`src/rtl/skein_scan_pkg.sv`:
```
// Shared types and widths for the skein nonce scanner.
// Imported by the scanner top and its result FIFO.
package skein_scan_pkg;

  localparam int HASH_W   = 512;
  localparam int DATA_W   = 96;
  localparam int NONCE_W  = 32;
  localparam int TARGET_W = 64;

  localparam int CMP_HI = HASH_W - 1;
  localparam int CMP_LO = HASH_W - TARGET_W;

  typedef enum logic [1:0] {
    ST_IDLE  = 2'd0,
    ST_SCAN  = 2'd1,
    ST_DRAIN = 2'd2
  } state_e;

  function automatic logic is_hit(
    input logic [HASH_W-1:0]   h,
    input logic [TARGET_W-1:0] t
  );
    return h[CMP_HI:CMP_LO] <= t;
  endfunction

endpackage

```
`src/rtl/skein_result_fifo.sv`:
```
// Winning-nonce FIFO with valid/ready read side.
// A push while full is taken only if a pop happens in the same cycle.
module skein_result_fifo
  import skein_scan_pkg::*;
#(
  parameter int DEPTH = 4
) (
  input  logic               clk,
  input  logic               rst,
  input  logic               push,
  input  logic [NONCE_W-1:0] din,
  output logic               full,
  output logic               out_valid,
  input  logic               out_ready,
  output logic [NONCE_W-1:0] dout
);

  localparam int AW = $clog2(DEPTH);

  logic [NONCE_W-1:0] mem [DEPTH];
  logic [AW-1:0]      wp;
  logic [AW-1:0]      rp;
  logic [AW:0]        cnt;
  logic               pop;
  logic               wr;

  assign out_valid = cnt != '0;
  assign full      = cnt == (AW+1)'(DEPTH);
  assign pop       = out_valid & out_ready;
  assign wr        = push & (~full | pop);
  assign dout      = mem[rp];

  always_ff @(posedge clk or posedge rst) begin
    if (rst) begin
      wp  <= '0;
      rp  <= '0;
      cnt <= '0;
      for (int i = 0; i < DEPTH; i++)
        mem[i] <= '0;
    end else begin
      if (wr) begin
        mem[wp] <= din;
        wp      <= wp + 1'b1;
      end
      if (pop)
        rp <= rp + 1'b1;
      case ({wr, pop})
        2'b10:   cnt <= cnt + 1'b1;
        2'b01:   cnt <= cnt - 1'b1;
        default: cnt <= cnt;
      endcase
    end
  end

endmodule

```
`src/rtl/skein_nonce_scanner.sv`:
```
// Feeds one nonce per clock to the skein512 core and
// checks each returned hash against the work target.
module skein_nonce_scanner
  import skein_scan_pkg::*;
#(
  parameter int PIPE_LAT   = 80,
  parameter int FIFO_DEPTH = 4
) (
  input  logic                clk,
  input  logic                rst,
  input  logic                work_valid,
  output logic                work_ready,
  input  logic [HASH_W-1:0]   work_midstate,
  input  logic [DATA_W-1:0]   work_data,
  input  logic [TARGET_W-1:0] work_target,
  input  logic [NONCE_W-1:0]  work_nonce_start,
  input  logic [NONCE_W-1:0]  work_nonce_end,
  input  logic                abort,
  output logic [HASH_W-1:0]   core_midstate,
  output logic [DATA_W-1:0]   core_data,
  output logic [NONCE_W-1:0]  core_nonce,
  input  logic [HASH_W-1:0]   core_hash,
  output logic                res_valid,
  input  logic                res_ready,
  output logic [NONCE_W-1:0]  res_nonce,
  output logic                busy,
  output logic                done,
  output logic                overflow
);

  state_e              state;
  logic [PIPE_LAT-1:0] dl;
  logic [PIPE_LAT-1:0] dl_sh;
  logic [TARGET_W-1:0] target;
  logic [NONCE_W-1:0]  nonce_end;
  logic [NONCE_W-1:0]  chk_nonce;
  logic                accept;
  logic                chk_valid;
  logic                hit;
  logic                pop;
  logic                fifo_full;
  logic                drain_last;

  assign work_ready = state == ST_IDLE;
  assign busy       = state != ST_IDLE;
  assign accept     = work_valid & work_ready;
  assign dl_sh      = dl << 1;
  // only the output bit is left, so the line is empty after this shift
  assign drain_last = dl_sh == '0;
  assign chk_valid  = dl[PIPE_LAT-1];
  assign hit        = chk_valid & ~abort & is_hit(core_hash, target);
  assign pop        = res_valid & res_ready;

  always_ff @(posedge clk or posedge rst) begin
    if (rst) begin
      state         <= ST_IDLE;
      dl            <= '0;
      core_midstate <= '0;
      core_data     <= '0;
      core_nonce    <= '0;
      target        <= '0;
      nonce_end     <= '0;
      chk_nonce     <= '0;
      done          <= 1'b0;
      overflow      <= 1'b0;
    end else begin
      done <= 1'b0;
      if (chk_valid)
        chk_nonce <= chk_nonce + 1'b1;
      if (hit & fifo_full & ~pop)
        overflow <= 1'b1;
      unique case (state)
        ST_IDLE: begin
          if (accept) begin
            core_midstate <= work_midstate;
            core_data     <= work_data;
            core_nonce    <= work_nonce_start;
            chk_nonce     <= work_nonce_start;
            target        <= work_target;
            nonce_end     <= work_nonce_end;
            overflow      <= 1'b0;
            state         <= ST_SCAN;
          end
        end
        ST_SCAN: begin
          if (abort) begin
            dl    <= '0;
            state <= ST_IDLE;
          end else begin
            dl    <= dl_sh;
            dl[0] <= 1'b1;
            if (core_nonce == nonce_end)
              state <= ST_DRAIN;
            else
              core_nonce <= core_nonce + 1'b1;
          end
        end
        ST_DRAIN: begin
          if (abort) begin
            dl    <= '0;
            state <= ST_IDLE;
          end else begin
            dl <= dl_sh;
            if (drain_last) begin
              done  <= 1'b1;
              state <= ST_IDLE;
            end
          end
        end
        default: state <= ST_IDLE;
      endcase
    end
  end

  skein_result_fifo #(
    .DEPTH(FIFO_DEPTH)
  ) u_fifo (
    .clk      (clk),
    .rst      (rst),
    .push     (hit),
    .din      (chk_nonce),
    .full     (fifo_full),
    .out_valid(res_valid),
    .out_ready(res_ready),
    .dout     (res_nonce)
  );

endmodule

```
`config.mk`:
```
export PLATFORM = sky130hd
export DESIGN_NAME = skein_nonce_scanner
export DESIGN_NICKNAME = d
export VERILOG_FILES = /design/src/rtl/skein_scan_pkg.sv /design/src/rtl/skein_result_fifo.sv /design/src/rtl/skein_nonce_scanner.sv
export SDC_FILE = /design/constraint.sdc
export NUM_CORES = 2
export LEC_CHECK = 0
export ABC_AREA = 1
export ABC_CLOCK_PERIOD_IN_PS = 44500
export CORE_AREA = 2 2 752 754
export CTS_CLUSTER_SIZE = 10
export DETAILED_ROUTE_END_ITERATION = 7
export DIE_AREA = 0 0 754 756
export PLACE_DENSITY = 0.36
export SYNTH_ARGS = -nofsm -noshare
export SYNTH_HDL_FRONTEND = slang
export SYNTH_SLANG_ARGS = --single-unit
```
`constraint.sdc`:
```
create_clock -name clk -period 44.5 [get_ports clk]
set_input_delay 11.125 -clock clk [delete_from_list [all_inputs] [get_ports clk]]
set_output_delay 11.125 -clock clk [all_outputs]
set_load 0.01 [all_outputs]
```
==> summary.md <==
| Metric | Value |
|---|---|
| CP endpoint kind | flip-flop |
| GP Congestion | 0.901 |
| Max-slew headroom | 0.193 |
| Top-area cell type share of the netlist area | 0.584 |
| PortBufs | 1481 |
| Clk root buf | clkbuf_16 |
| Clock buffer depth | 4 |
| DRT iter0 DRCs | 3220 |
| Worst path max stage delay | 0.78 ns |
| RR Endpoint | core_midstate[42] |
| Slew @ Worst Pin | 1.21 ns |
| Post-synth EDFFs | 0 |
| Crit path max-delay family | buffers and inverters |
| Vias in the first global route | 41879 |
| Via count | 41446 |
| CP Cell Sequence | clkdlybuf4s50_1, nand2_4, buf_4, buf_4, buf_4, buf_4, buf_4, buf_4, nand2_1, nand2_1 |
| Syn Std Cell Area | 42300 sq um |
| Total track usage | 0.128 |
| CP max FO | 72 |
| Worst-path clk slew | 0.05 ns |
| Asr flop ratio synth | 1.00 |
| FF-to-FF path depth | 11 |
| Critical-path top delay cell | buf_4 |
| Routed Antenna Nets | 0 |
| Htree depth | 4 |
| Worst hold margin | 0.476 ns |
| Residual DRC count | 0 |
| Final setup skew | 0.0570 ns |
| # clock sinks | 987 |
| Pin count of the biggest net entering global routing | 98 |
| Main flop type after synthesis | dfrtp_1 |
| Clk Latency, worst-skew pair | 0.85 ns |
| Synth cell types | 33 |
| MaxCap Viol Count | 0 |
| Initial antenna violation count | 228 |
| FMAX | 0.0622 GHz |
| Final setup violation count | 0 |
| Seq/Total Area, Yosys | 0.584 |
| YS warnings | 0 |
| Synth top area cells | dfrtp_1 58%, nand2_1 23%, nand4_1 2.5% |
| Setup_tns | 0 ns |
| CTS Hold Bufs | 0 |
| Initial DRT Pass Iterations | 5 |
| Ports | 1930 |
| Min-delay src | u_fifo.mem[72] |
| Final HPWL DP | 315 mm |
| Die height | 756 um |
| Buf/Inv on CP | 7 |
| Global-route wire length before repair | 475 mm |
| Worst Setup Start Kind | primary input |
| CTS tree | yes |
| Layout cells sized above 1 | 0.0510 |
| Worst Hold Endpoint | u_fifo.mem[72] |
| RSZ-0062 raised after global routing | no |
| Std-Cell Rows | 276 |
| Drt wl/cell | 26.8 um |
| Min cycle time layout | 16.07 ns |
| Cells after Synth | 5035 |
| DRT Wirelength | 378 mm |
| P_leak | 30.8 nW |
| Synth area leader | dfrtp_1 |
| Power density cells | 72.9 nW/um^2 |
| Fin crit share | 0.361 |
| Postcts setup bufs | 0 |
| Starting density of the core | 0.0752 |
| Final Hold Vio Count | 0 |
| Synth Register Bits | 987 |
| Die Area | 570000 sq um |
| CP Data Required Time | 45.23 ns |
| Fillcell total | 64513 |
| R2R Path Start | state[0] |
| PostCTS Resize Cnt | 0 |
| Core box area | 563000 sq um |
| Final Slew Violations | 0 |
| Worst VDD drop | 0.0427 mV |
| Syn_area_per_cell | 8.41 sq um |
| Vias per cell | 2.94 |
| Crit path kind | in -> reg |
| Grt ovf | 0 |
| Crit path arrival time | 16.80 ns |
| NumNets Final | 7758 |
| CTS Buf Count | 151 |
| WHS Path Cells | 2 |
| Synth Net Count | 6363 |
| Syn-to-layout area delta | 67.7% |
| Die width | 754 um |
| Most frequent CP cell | buf_4 |
| Outcome | complete, no violations |
| Hold Path Class | reg -> reg |
| Flop-to-flop setup slack | 38.60 ns |
[worst min-delay path, stage by stage, from the launching register on]
cell     delay, ns
dfrtp_1       0.33
nand2_1       0.05
nand2_1       0.06
[worst max-delay path by stage]
stage / startpoint / endpoint / cells past startpoint
CTS: work_valid / core_midstate[45] / 10
finish: work_valid / core_midstate[42] / 10
floorplan: rst / chk_nonce[0] / 1
detailed placement: work_valid / core_midstate[69] / 10
global route: work_valid / core_midstate[37] / 10
global placement: work_valid / core_midstate[18] / 10
[synthesized netlist by cell type (2+ instances only)]
cell type     n
nand4_1     172
inv_2         5
buf_6         9
a21oi_1      41
or2_2         7
o21ai_1       3
nand2_1    2545
o21ai_0     183
ha_1         74
buf_2        26
inv_1       237
xor2_1       36
nor3_1       30
a31oi_1       4
clkbuf_2      2
nor2_1      139
a21o_1        2
buf_1        14
xnor2_1      40
clkbuf_1    254
nor4_1       21
nor3_2        3
dfrtp_1     987
nand3b_1      4
o21a_1        4
o22ai_1     112
nand3_1      75
[layer usage]
| layer | vias up | share of wire | global-route usage |
|---|---|---|---|
| met4 | 138 | 0.035 | 0.0356 |
| li1 | 18741 | - | - |
| met3 | 505 | 0.12 | 0.0681 |
| met5 | - | 0.0023 | 0 |
| met2 | 1847 | 0.41 | 0.188 |
| met1 | 20215 | 0.42 | 0.161 |
[power by group]
part	internal, W	total, W	switching (W)
Combinational	0.000851	0.00236	0.00151
Clock	0.000727	0.00125	0.000526
Sequential	0.00126	0.00156	0.000299
[cells by family (layout without fill, tap and decap cells)]
| family | count (synthesis) | count (layout) | synth area share |
|---|---|---|---|
| compound gates | 352 | 352 | 0.0456 |
| xor+xnor | 76 | 76 | 0.0157 |
| fa+ha+maj | 75 | 75 | 0.0223 |
| buf+inv | 548 | 2056 | 0.0510 |
| flops | 987 | 987 | 0.584 |
| other cells | 0 | 61 | 0 |
| simple gates | 2997 | 2997 | 0.282 |
[through the flow]
| step | power (W) | util | area, sq um | cells | setup WS, ns |
|---|---|---|---|---|---|
| after floorplan | 0.00236 | - | 42300 | 5035 | 5.61 |
| after global placement | 0.00403 | 0.117 | 65900 | 13783 | 27.30 |
| after detailed placement | 0.00402 | 0.117 | 65900 | 13783 | 27.36 |
| after CTS | 0.00534 | 0.126 | 70800 | 14049 | 28.28 |
| after global routing | 0.00553 | 0.126 | 70900 | 14061 | 28.05 |
| final | 0.00518 | 0.126 | 71000 | 14110 | 28.43 |
[layout by cell type (no fill, tap or decap), drive strengths merged, types with 21 or more instances in the layout]
| master | n |
|---|---|
| nand3 | 75 |
| nor2 | 139 |
| buf | 66 |
| a21oi | 42 |
| ha | 74 |
| nor3 | 33 |
| o21ai | 186 |
| dfrtp | 987 |
| diode | 61 |
| o22ai | 112 |
| clkbuf | 216 |
| clkdlybuf4s50 | 1481 |
| xor2 | 36 |
| inv | 254 |
| xnor2 | 40 |
| nand2 | 2545 |
| nor4 | 21 |
| nand4 | 172 |
| clkinv | 29 |
[flip-flops by register name (all words and copies together), names as in the netlist]
name           count
core_nonce        32
chk_nonce         32
dl                80
state              2
core_data         96
u_fifo.mem       128
done               1
nonce_end         32
overflow           1
u_fifo.wp          2
target            64
u_fifo.rp          2
u_fifo.cnt         3
core_midstate    512
[area by class of cell]
type,count,area [sq um],area share
clock buffers,216,4400,0.0620
repair buffers,1547,15300,0.216
well taps,7506,9390,0.132
inverters,243,927,0.0131
flip-flops and latches,987,24700,0.348
clock inverters,50,546,0.00769
multi-input cells,3500,15500,0.219
diodes,61,153,0.00215
(Power assumes the default switching activity.)
